$ cat src/rtl/ahfp_cordic_seq.sv
// ahfp_cordic_seq: iterative fp32 CORDIC (rotation mode) returning cos/sin of one angle
// per transaction. Also holds ahfp_add_sub, the combinational fp32 adder it reuses.

// ahfp_add_sub: result = dataa + datab in fp32. Denormal inputs flush to zero,
// results round to nearest-even, and any Inf/NaN operand yields a quiet NaN.
module ahfp_add_sub (
  input  logic [31:0] dataa,
  input  logic [31:0] datab,
  output logic [31:0] result
);

  logic        a_big;
  logic [31:0] big_v;
  logic [31:0] small_v;
  logic [23:0] m_big;
  logic [23:0] m_small;
  logic [7:0]  diff;
  logic [48:0] al_big;
  logic [48:0] al_small;
  logic [48:0] sum;
  logic [5:0]  lead;
  logic [48:0] norm;
  logic        rnd;
  int          ex;
  logic [30:0] packed_mag;

  // Align, add/subtract, normalise and round the two operands.
  always_comb begin
    a_big      = dataa[30:0] >= datab[30:0];
    big_v      = a_big ? dataa : datab;
    small_v    = a_big ? datab : dataa;
    m_big      = (big_v[30:23] != 8'd0) ? {1'b1, big_v[22:0]} : 24'd0;
    m_small    = (small_v[30:23] != 8'd0) ? {1'b1, small_v[22:0]} : 24'd0;
    diff       = big_v[30:23] - small_v[30:23];
    al_big     = {1'b0, m_big, 24'd0};
    al_small   = {1'b0, m_small, 24'd0} >> diff;
    sum        = (big_v[31] == small_v[31]) ? (al_big + al_small) : (al_big - al_small);
    lead       = 6'd0;
    for (int i = 0; i < 49; i++) begin
      if (sum[i]) lead = 6'(i);
    end
    norm       = sum << (6'd48 - lead);
    // Round to nearest, ties to even: guard bit plus sticky or lsb.
    rnd        = norm[24] & ((|norm[23:0]) | norm[25]);
    ex         = int'(big_v[30:23]) + int'(lead) - 47;
    packed_mag = {ex[7:0], norm[47:25]} + {30'd0, rnd};
    if (dataa[30:23] == 8'hFF || datab[30:23] == 8'hFF) begin
      result = 32'h7FC00000;
    end else if (!norm[48] || m_big == 24'd0) begin
      result = 32'h00000000;
    end else if (ex <= 0) begin
      result = {big_v[31], 31'd0};
    end else if (ex >= 255) begin
      result = {big_v[31], 8'hFF, 23'd0};
    end else begin
      result = {big_v[31], packed_mag};
    end
  end

endmodule

// Handshakes: a transfer happens on a rising edge where valid and ready are both 1.
// in_ready is high only in IDLE; out_valid is high only in DONE and the result is held
// unchanged until out_ready is seen. One angle is in flight at a time.
module ahfp_cordic_seq #(
  parameter int          N_ITER = 16,
  parameter logic [31:0] K_GAIN = 32'h3F1B74EE
) (
  input  logic        clk,
  input  logic        rst,
  input  logic        in_valid,
  output logic        in_ready,
  input  logic [31:0] theta,
  output logic        out_valid,
  input  logic        out_ready,
  output logic [31:0] cos_out,
  output logic [31:0] sin_out,
  output logic        range_err
);

  if (N_ITER < 4 || N_ITER > 24) begin : g_bad_n_iter
    $error("ahfp_cordic_seq: N_ITER must lie in 4..24");
  end

  localparam logic [31:0] PI_F     = 32'h40490FDB;
  localparam logic [31:0] NEG_PI_F = 32'hC0490FDB;
  localparam logic [31:0] HALF_PI  = 32'h3FC90FDB;
  localparam logic [31:0] QNAN     = 32'h7FC00000;
  localparam logic [4:0]  CNT_LAST = 5'(N_ITER - 1);

  typedef enum logic [1:0] {IDLE, PRE, ITER, DONE} state_t;

  state_t      state;
  state_t      state_nxt;
  logic [4:0]  cnt;
  logic [31:0] theta_q;
  logic [31:0] x;
  logic [31:0] y;
  logic [31:0] z;
  logic        flip;

  logic        d;
  logic [31:0] shx;
  logic [31:0] shy;
  logic [31:0] atan_i;
  logic [31:0] x_addend;
  logic [31:0] y_addend;
  logic [31:0] z_a;
  logic [31:0] z_b;
  logic [31:0] x_sum;
  logic [31:0] y_sum;
  logic [31:0] z_sum;
  logic        pre_err;
  logic        pre_flip;
  logic        last;

  // Multiply by 2^-i through the exponent; anything that would go subnormal becomes zero.
  function automatic logic [31:0] sh(input logic [31:0] v, input logic [4:0] i);
    if (v[30:23] > {3'b000, i}) sh = {v[31], v[30:23] - {3'b000, i}, v[22:0]};
    else                        sh = 32'h00000000;
  endfunction

  // atan(2^-i), fp32 round-to-nearest; from i=12 on this equals 2^-i exactly.
  function automatic logic [31:0] atan_rom(input logic [4:0] i);
    case (i)
      5'd0:    atan_rom = 32'h3F490FDB;
      5'd1:    atan_rom = 32'h3EED6338;
      5'd2:    atan_rom = 32'h3E7ADBB0;
      5'd3:    atan_rom = 32'h3DFEADD5;
      5'd4:    atan_rom = 32'h3D7FAADE;
      5'd5:    atan_rom = 32'h3CFFEAAE;
      5'd6:    atan_rom = 32'h3C7FFAAB;
      5'd7:    atan_rom = 32'h3BFFFEAB;
      5'd8:    atan_rom = 32'h3B7FFFAB;
      5'd9:    atan_rom = 32'h3AFFFFEB;
      5'd10:   atan_rom = 32'h3A7FFFFB;
      5'd11:   atan_rom = 32'h39FFFFFF;
      5'd12:   atan_rom = 32'h39800000;
      5'd13:   atan_rom = 32'h39000000;
      5'd14:   atan_rom = 32'h38800000;
      5'd15:   atan_rom = 32'h38000000;
      5'd16:   atan_rom = 32'h37800000;
      5'd17:   atan_rom = 32'h37000000;
      5'd18:   atan_rom = 32'h36800000;
      5'd19:   atan_rom = 32'h36000000;
      5'd20:   atan_rom = 32'h35800000;
      5'd21:   atan_rom = 32'h35000000;
      5'd22:   atan_rom = 32'h34800000;
      5'd23:   atan_rom = 32'h34000000;
      default: atan_rom = 32'h00000000;
    endcase
  endfunction

  // Operand selection for the three shared adders; the z adder also does the quadrant fold in PRE.
  always_comb begin
    d        = ~z[31];
    shx      = sh(x, cnt);
    shy      = sh(y, cnt);
    atan_i   = atan_rom(cnt);
    x_addend = d ? {~shy[31], shy[30:0]} : shy;
    y_addend = d ? shx : {~shx[31], shx[30:0]};
    pre_err  = (theta_q[30:23] == 8'hFF) || (theta_q[30:0] > PI_F[30:0]);
    pre_flip = theta_q[30:0] > HALF_PI[30:0];
    last     = (cnt == CNT_LAST);
    if (state == PRE) begin
      z_a = theta_q;
      z_b = theta_q[31] ? PI_F : NEG_PI_F;
    end else begin
      z_a = z;
      z_b = d ? {~atan_i[31], atan_i[30:0]} : atan_i;
    end
  end

  ahfp_add_sub u_add_x (.dataa(x),   .datab(x_addend), .result(x_sum));
  ahfp_add_sub u_add_y (.dataa(y),   .datab(y_addend), .result(y_sum));
  ahfp_add_sub u_add_z (.dataa(z_a), .datab(z_b),      .result(z_sum));

  // State register.
  always_ff @(posedge clk) begin
    if (rst) state <= IDLE;
    else     state <= state_nxt;
  end

  // Next-state logic.
  always_comb begin
    state_nxt = state;
    case (state)
      IDLE:    if (in_valid) state_nxt = PRE;
      PRE:     state_nxt = pre_err ? DONE : ITER;
      ITER:    if (last) state_nxt = DONE;
      DONE:    if (out_ready) state_nxt = IDLE;
      default: state_nxt = IDLE;
    endcase
  end

  // Handshake outputs decoded from state; in_ready is forced low while reset is held.
  always_comb begin
    in_ready  = (state == IDLE) && !rst;
    out_valid = (state == DONE);
  end

  // Datapath: angle capture, quadrant fold, micro-rotations and result registers.
  always_ff @(posedge clk) begin
    if (rst) begin
      cnt       <= 5'd0;
      theta_q   <= 32'h00000000;
      x         <= 32'h00000000;
      y         <= 32'h00000000;
      z         <= 32'h00000000;
      flip      <= 1'b0;
      cos_out   <= 32'h00000000;
      sin_out   <= 32'h00000000;
      range_err <= 1'b0;
    end else begin
      case (state)
        IDLE: begin
          if (in_valid) theta_q <= theta;
        end
        PRE: begin
          if (pre_err) begin
            cos_out   <= QNAN;
            sin_out   <= QNAN;
            range_err <= 1'b1;
          end else begin
            z    <= pre_flip ? z_sum : theta_q;
            flip <= pre_flip;
            x    <= K_GAIN;
            y    <= 32'h00000000;
            cnt  <= 5'd0;
          end
        end
        ITER: begin
          x <= x_sum;
          y <= y_sum;
          z <= z_sum;
          if (last) begin
            cos_out   <= flip ? {~x_sum[31], x_sum[30:0]} : x_sum;
            sin_out   <= flip ? {~y_sum[31], y_sum[30:0]} : y_sum;
            range_err <= 1'b0;
          end else begin
            cnt <= cnt + 5'd1;
          end
        end
        default: ;
      endcase
    end
  end

endmodule

$ cat config.mk
export PLATFORM = sky130hd
export DESIGN_NAME = ahfp_cordic_seq
export DESIGN_NICKNAME = d
export VERILOG_FILES = /design/src/rtl/ahfp_cordic_seq.sv
export SDC_FILE = /design/constraint.sdc
export NUM_CORES = 2
export LEC_CHECK = 0
export ABC_CLOCK_PERIOD_IN_PS = 34500
export CAP_MARGIN = 20
export CELL_PAD_IN_SITES_DETAIL_PLACEMENT = 1
export CELL_PAD_IN_SITES_GLOBAL_PLACEMENT = 1
export CORE_MARGIN = 2
export CORE_UTILIZATION = 45
export CTS_CLUSTER_DIAMETER = 50
export DETAILED_ROUTE_END_ITERATION = 12
export PLACE_DENSITY = 0.86
export SYNTH_ARGS = -nofsm -noshare
export SYNTH_HDL_FRONTEND = slang
export SYNTH_SLANG_ARGS = --single-unit
$ cat constraint.sdc
create_clock -name clk -period 34.5 [get_ports clk]
set_clock_uncertainty 0.05 [all_clocks]
set_input_delay 10.35 -clock clk [delete_from_list [all_inputs] [get_ports clk]]
set_output_delay 10.35 -clock clk [all_outputs]
set_load 0.02 [all_outputs]
==> impl_metrics.csv <==
group,metric,value,unit
global_routing,grt_pass1_vias,69100,
logic_synthesis,yosysWarnings,0,
cts,cts_tree,"built",
logic_synthesis,synth_fp_nets,8580,
critical_path,critPathRequiredTime,24100,ps
route,avgViaCountPerCell,7.44,
global_routing,use_met2,0.644,
route,wl_per_cell,29.9,um
critical_path,r2r-start,"y[23]$_SDFFE_PP0P_",
floorplanning,initial_core_util,0.453,
timing,finalHoldViolCount,0,
critical_path,reg2reg_depth,68,
cts,cts_max_level,2,
logic_synthesis,async_flop_share,0,
floorplanning,die_w,357,um
critical_path,reg2reg_slack,14280,ps
cts,clkSinkCount,223,
floorplanning,dieArea,127000,sq um
critical_path,cpLargestDelayFamily,"buffers and inverters",
logic_synthesis,synth_cell_types,159,
global_routing,grt_pass1_wl,431000,um
critical_path,cp_num_cells,3,
timing,slew_viol_final,0,
cts,clk_path_buf_depth,3,
global_routing,antenna_found_initial,12,
critical_path,cp-end-kind,"output port",
global_routing,grt_max_degree,82,
place,port_buffers,102,
finish,drive_gt1_frac,0.0898,
cts,cts_buffers,35,
critical_path,setup.worst_path.start,"rst",
timing,setup_tns,0,ps
critical_path,cpMaxStageDelayCell,"clkdlybuf4s50_1",
cts,cts.hold.buffers_added,0,
timing,relSlewSlack,0.141,
global_routing,top_usage_layer,"met2",
timing,worst_pin_slew,1280,ps
floorplanning,die_h,357,um
route,antenna_left,0,
critical_path,cp.arrival,11310,ps
logic_synthesis,synth_cells,8259,
global_routing,met1_usage,0.535,
cts,insertion_delay,570,ps
place,hpwlAfterDp,223000,um
run_status,outcome,"complete, no violations",
logic_synthesis,synth_area,55900,sq um
route,drc_errors,0,
floorplanning,io_pins,103,
timing,fin_crit_sh,0.629,
logic_synthesis,synth_top_area_share,0.0798,
global_routing,grt_use_met3,0.119,
logic_synthesis,ys.flop_type,"dfxtp_1",
global_routing,grt.total_usage,0.430,
run,drv_cap,0,
floorplanning,core-area,123000,sq um
timing,fin_crit,21710,ps
cts,cts_resized,0,
critical_path,cp_max_fo,45,
critical_path,path_buf_inv,2,
logic_synthesis,synth-seq-cells,223,
timing,max_freq,46.1,MHz
cts,cts_setup_buffers,0,
global_routing,grt_overflow,0,
critical_path,crit_path_max_incr_delay,610,ps
finish,syn_to_final_growth,5.17,%
finish,nets,8279,
timing,setup_viol,0,
logic_synthesis,syn_area_per_cell,6.77,sq um
timing,grt_setup_unrepaired,"no",
critical_path,reg2reg_to,"x[14]$_SDFFE_PP0P_",
route,routed-via-count,71600,
floorplanning,rows,129,
route,drt_pass1_iterations,9,
logic_synthesis,synth_area_leaders,"dfxtp_1 8.0%, a21oi_1 6.4%, ha_1 6.2%",
cts,cts_root_buf,"clkbuf_16",
critical_path,crit_path_end,"in_ready",
route,dr.first_iter.drc_count,9519,
route,wl,288000,um
hold_path,worstHoldPathType,"flop to flop",
critical_path,cp-start-kind,"primary input",
logic_synthesis,synth_seq_area_share,0.0798,
critical_path,path_class,"primary input to output port",
logic_synthesis,synth.largest_area_cell,"dfxtp_1",
logic_synthesis,synth_edf_count,0,
cts,clk_pin_slew,60,ps
place,place_congestion,1.08,
critical_path,crit_chain,"buf_6 > nor2b_1 > clkdlybuf4s50_1",
[cell usage after synthesis (111+ instances only)]
master      n
nor2_1    804
clkbuf_1  338
nand4_1   152
nor3_1    298
a21o_1    128
nand2_1   841
o21ai_0   439
xnor2_1   144
buf_2     148
mux2i_1   260
inv_1     258
nand3_1   326
a31oi_1   115
a21oi_1   711
and2_1    111
ha_1      278
and3_1    114
dfxtp_1   223
o211ai_1  129
a211oi_1  204
[placed cells by master (no fill, tap or decap), types with 223 or more instances in the layout]
master and n:
nand2_1 838, nor2_1 799, a21oi_1 710, o21ai_0 439
nand3_1 325, nor3_1 298, ha_1 271, mux2i_1 259
inv_1 258, dfxtp_1 223
[area by class of cell]
class,count,area [sq um]
flip-flops and latches,223,4460
fillers,16200,64600
clock inverters,22,183
multi-input cells,7169,48000
repair buffers,259,2220
inverters,270,1010
well taps,1637,2050
clock buffers,39,911
diodes,5,12.5
[worst reg2reg max path: cells and delay by family (launching register included)]
family / cells / cell delay [ps]
fa+ha+maj: 8 / 2960
buf+inv: 10 / 2730
flops: 1 / 610
simple gates: 16 / 4190
mux: 3 / 830
compound gates: 30 / 8430
xor+xnor: 1 / 330
[metal layers]
| layer | vias up | part of all wire |
|---|---|---|
| li1 | 30900 | - |
| met1 | 35000 | 0.38 |
| met2 | 4559 | 0.42 |
| met3 | 1174 | 0.12 |
| met4 | 12 | 0.077 |
| met5 | - | 0.0015 |
[cell families (layout without fill, tap and decap cells)]
| logic type | count (synthesis) | count (layout) | share of synthesized area |
|---|---|---|---|
| AND/OR/NAND/NOR | 3329 | 3329 | 0.300 |
| AO/OA/AOI/OAI | 2911 | 2911 | 0.365 |
| buffers and inverters | 867 | 590 | 0.0664 |
| multiplexers | 406 | 406 | 0.0863 |
| adder cells (fa/ha/maj) | 285 | 285 | 0.0647 |
| XOR/XNOR | 238 | 238 | 0.0378 |
| flip-flops | 223 | 223 | 0.0798 |
| other | 0 | 5 | 0 |
[how the worst min path moves through the flow]
stage	startpoint	to	slack, ps	depth (start not counted)
3_3_place_gp	x[11]$_SDFFE_PP0P_	x[11]$_SDFFE_PP0P_	390	2
3_5_place_dp	sin_out[4]$_SDFFE_PP0P_	sin_out[4]$_SDFFE_PP0P_	400	2
2_1_floorplan	z[16]$_SDFFE_PP0P_	z[16]$_SDFFE_PP0P_	390	2
4_1_cts	sin_out[4]$_SDFFE_PP0P_	sin_out[4]$_SDFFE_PP0P_	410	2
5_1_grt	sin_out[9]$_SDFFE_PP0P_	sin_out[9]$_SDFFE_PP0P_	440	2
6_report	sin_out[10]$_SDFFE_PP0P_	sin_out[10]$_SDFFE_PP0P_	410	2
[sequential cells by signal, indices dropped and copies added, names as in the netlist]
| signal | flops |
|---|---|
| state | 2 |
| cnt | 5 |
| flip | 1 |
| sin_out | 32 |
| y | 32 |
| theta_q | 32 |
| atan_i | 22 |
| z | 32 |
| range_err | 1 |
| cos_out | 32 |
| x | 32 |
[through the flow]
stage / instances / setup slack [ps] / cell area, sq um / util / hold WS, ps
after floorplan: 8259 / 13030 / 55900 / - / 394
after global placement: 9551 / 12810 / 57700 / 0.467 / 391
after detailed placement: 9552 / 12790 / 57700 / 0.467 / 401
after CTS: 9613 / 12800 / 58800 / 0.476 / 407
after global routing: 9619 / 12730 / 58800 / 0.476 / 442
final: 9624 / 12790 / 58800 / 0.476 / 406
Power is not shown: default switching activity piles up to over one toggle a cycle in this logic, so the estimate is an artifact.
==> RTL edit: new RTL, same settings <==
Reset style: asynchronous (`rst`), changed in 2 clocked blocks.
--- a/src/rtl/ahfp_cordic_seq.sv
+++ b/src/rtl/ahfp_cordic_seq.sv
@@ -176,7 +176,7 @@
   ahfp_add_sub u_add_z (.dataa(z_a), .datab(z_b),      .result(z_sum));
 
   // State register.
-  always_ff @(posedge clk) begin
+  always_ff @(posedge clk or posedge rst) begin
     if (rst) state <= IDLE;
     else     state <= state_nxt;
   end
@@ -200,7 +200,7 @@
   end
 
   // Datapath: angle capture, quadrant fold, micro-rotations and result registers.
-  always_ff @(posedge clk) begin
+  always_ff @(posedge clk or posedge rst) begin
     if (rst) begin
       cnt       <= 5'd0;
       theta_q   <= 32'h00000000;
Behaviour: differs if rst is asserted again (counterexample within 4 cycles, from zero or initial values and one cycle with rst high); with rst held inactive, the same outputs for 4 cycles.
==> RTL edit against the unedited design <==
- critical path depth did not move
- critical endpoint unchanged
- area after synthesis fell by 1.1%
- sequential cell count fell by 22
- hold slack improved by 21 ps
- highest routed layer unchanged
- routed wire length fell by 2.0%
- sequential share of layout area rose by 0.98 points
- worst setup slack got worse by 350 ps
- fmax fell by 1.6%
- non-clock buffer count rose by 31
- cell area fell by 0.24%
Power is left out: the tool's default activity adds up to more than one toggle a clock period on the data nets, which glitch-free logic cannot reach.
==> RTL edit: results (changes against the unedited design) <==
** Yosys
- The area fraction in compound gates after synthesis is 0.338 (-0.0270).
- In the synthesized netlist the dominant register cell turns out to be dfrtp_1.
- The distinct cell type count after synthesis came to 132 (-17%).
- The commonest cells after synthesis are nand2_1 (830), nor2_1 (781), a21oi_1 (634).
- Register area share after synthesis :: 0.0909 (+0.0111)
- The synthesized area per cell is 6.86 µm² (+1.3%).
- The xor/xnor cell area share of the yosys netlist came to 0.0435 (+0.00573).
- Adder-cell area share of the yosys netlist :: 0.0656 (+0.000940)
- After synthesis, the cell types taking the most area are dfrtp_1 (9.1%), ha_1 (6.3%), a21oi_1 (5.7%).
- The mux share of post-synthesis cell area is 0.119 (+0.0329).

** Global route
- The aggregate global-route resource usage was 0.425 (-0.00432).
- Vias in the first global route :: 67045 (-2.9%)
- The global routing usage on met1 came to 0.577 (+0.0418).
- Routing usage on met2 :: 0.619 (-0.0252)
- The first-pass GRT wire length is 422000 µm (-2.0%).
- Maximum number of pins on one net before global-route repair :: 94 (+15%)
- Number of antenna violations at the first check in global routing :: 9 (-3)

** Setup path
- Register-to-register setup slack :: 12780 ps (-1500 ps)
- Kind of cell with the highest combined delay on the critical path :: buffers and inverters
- Worst Path Arrival :: 11660 ps (+350 ps)
- Highest fanout seen on the critical path :: 2 (-96%)
- RR Startpoint :: cnt[3]
- Depth of the worst register-to-register path :: 70 (+2.9%)

** Placement
- Post-DP HPWL :: 220000 µm (-1.1%)
- Number of cells in the design after placement :: 9386 (-1.7%)
- Routability-driven placement congestion ratio :: 1.07 (-0.98%)
- Cell area reported after detailed placement :: 0.0577 mm² (about the same)

** Layout
- Layout net count :: 8119 (-1.9%)
- Proportion of layout cells with a drive suffix above 1 :: 0.0904 (+0.000617)

** Routing
- Metal2 WL :: 116000 µm (-3.7%)
- The via density per instance is 7.41 (-0.38%).
- The total met3 wirelength after detailed routing is 36100 µm (+4.9%).
- Number of iterations in the first detailed-routing pass :: 8 (-1)
- Final WL :: 282000 µm (-2.0%)
- The number of violations reported at the end of detailed-routing iteration 0 is 10483 (+10%).
- Drt wl/cell :: 29.9 µm (-0.13%)

** Timing
- Relative slew margins :: 0.173 (+0.0324)
- The worst hold slack is 426 ps (+20.5 ps).

** Clocking
- TritonCTS Buffers :: 27 (-23%)
- The clock latency at the later pin of the worst-skew pair is 610 ps (+40 ps).
- Maximum level of the CTS H-tree :: 1 (-1)

** Worst hold path
- Hold EP :: sin_out[8]
- Launch point of the worst hold path :: sin_out[8]

** Outcome
- The flow ran to the end, and the final reports show no timing, DRC or antenna violations.
-- RTL edit: cell count changes after synthesis, moves of 31 or more --
| cell | before | now |
|---|---|---|
| buf_2 | 148 | 76 |
| dfxtp_1 | 223 | 0 |
| mux2_2 | 90 | 157 |
| a21oi_1 | 711 | 634 |
| a211oi_1 | 204 | 173 |
| xnor2_1 | 144 | 175 |
| clkbuf_1 | 338 | 422 |
| buf_4 | 39 | 8 |
| mux4_2 | 48 | 85 |
| dfrtp_1 | 0 | 201 |
| a22oi_1 | 80 | 48 |
-- RTL edit: area by class of cell --
cell class / instances / area, µm²
fillers: 15869 / 63200
clock buffers: 34 / 732
well taps: 1625 / 2030
diodes: 4 / 10.0
multi-input cells: 6993 / 47200
repair buffers: 290 / 2440
flip-flops and latches: 201 / 5030
inverters: 284 / 1070
clock inverters: 15 / 214
-- RTL edit: tightest hold or removal path, cell delays in order (launching register included) --
cell and delay, ps:
dfrtp_1 340, nand2_1 40, o21ai_0 60
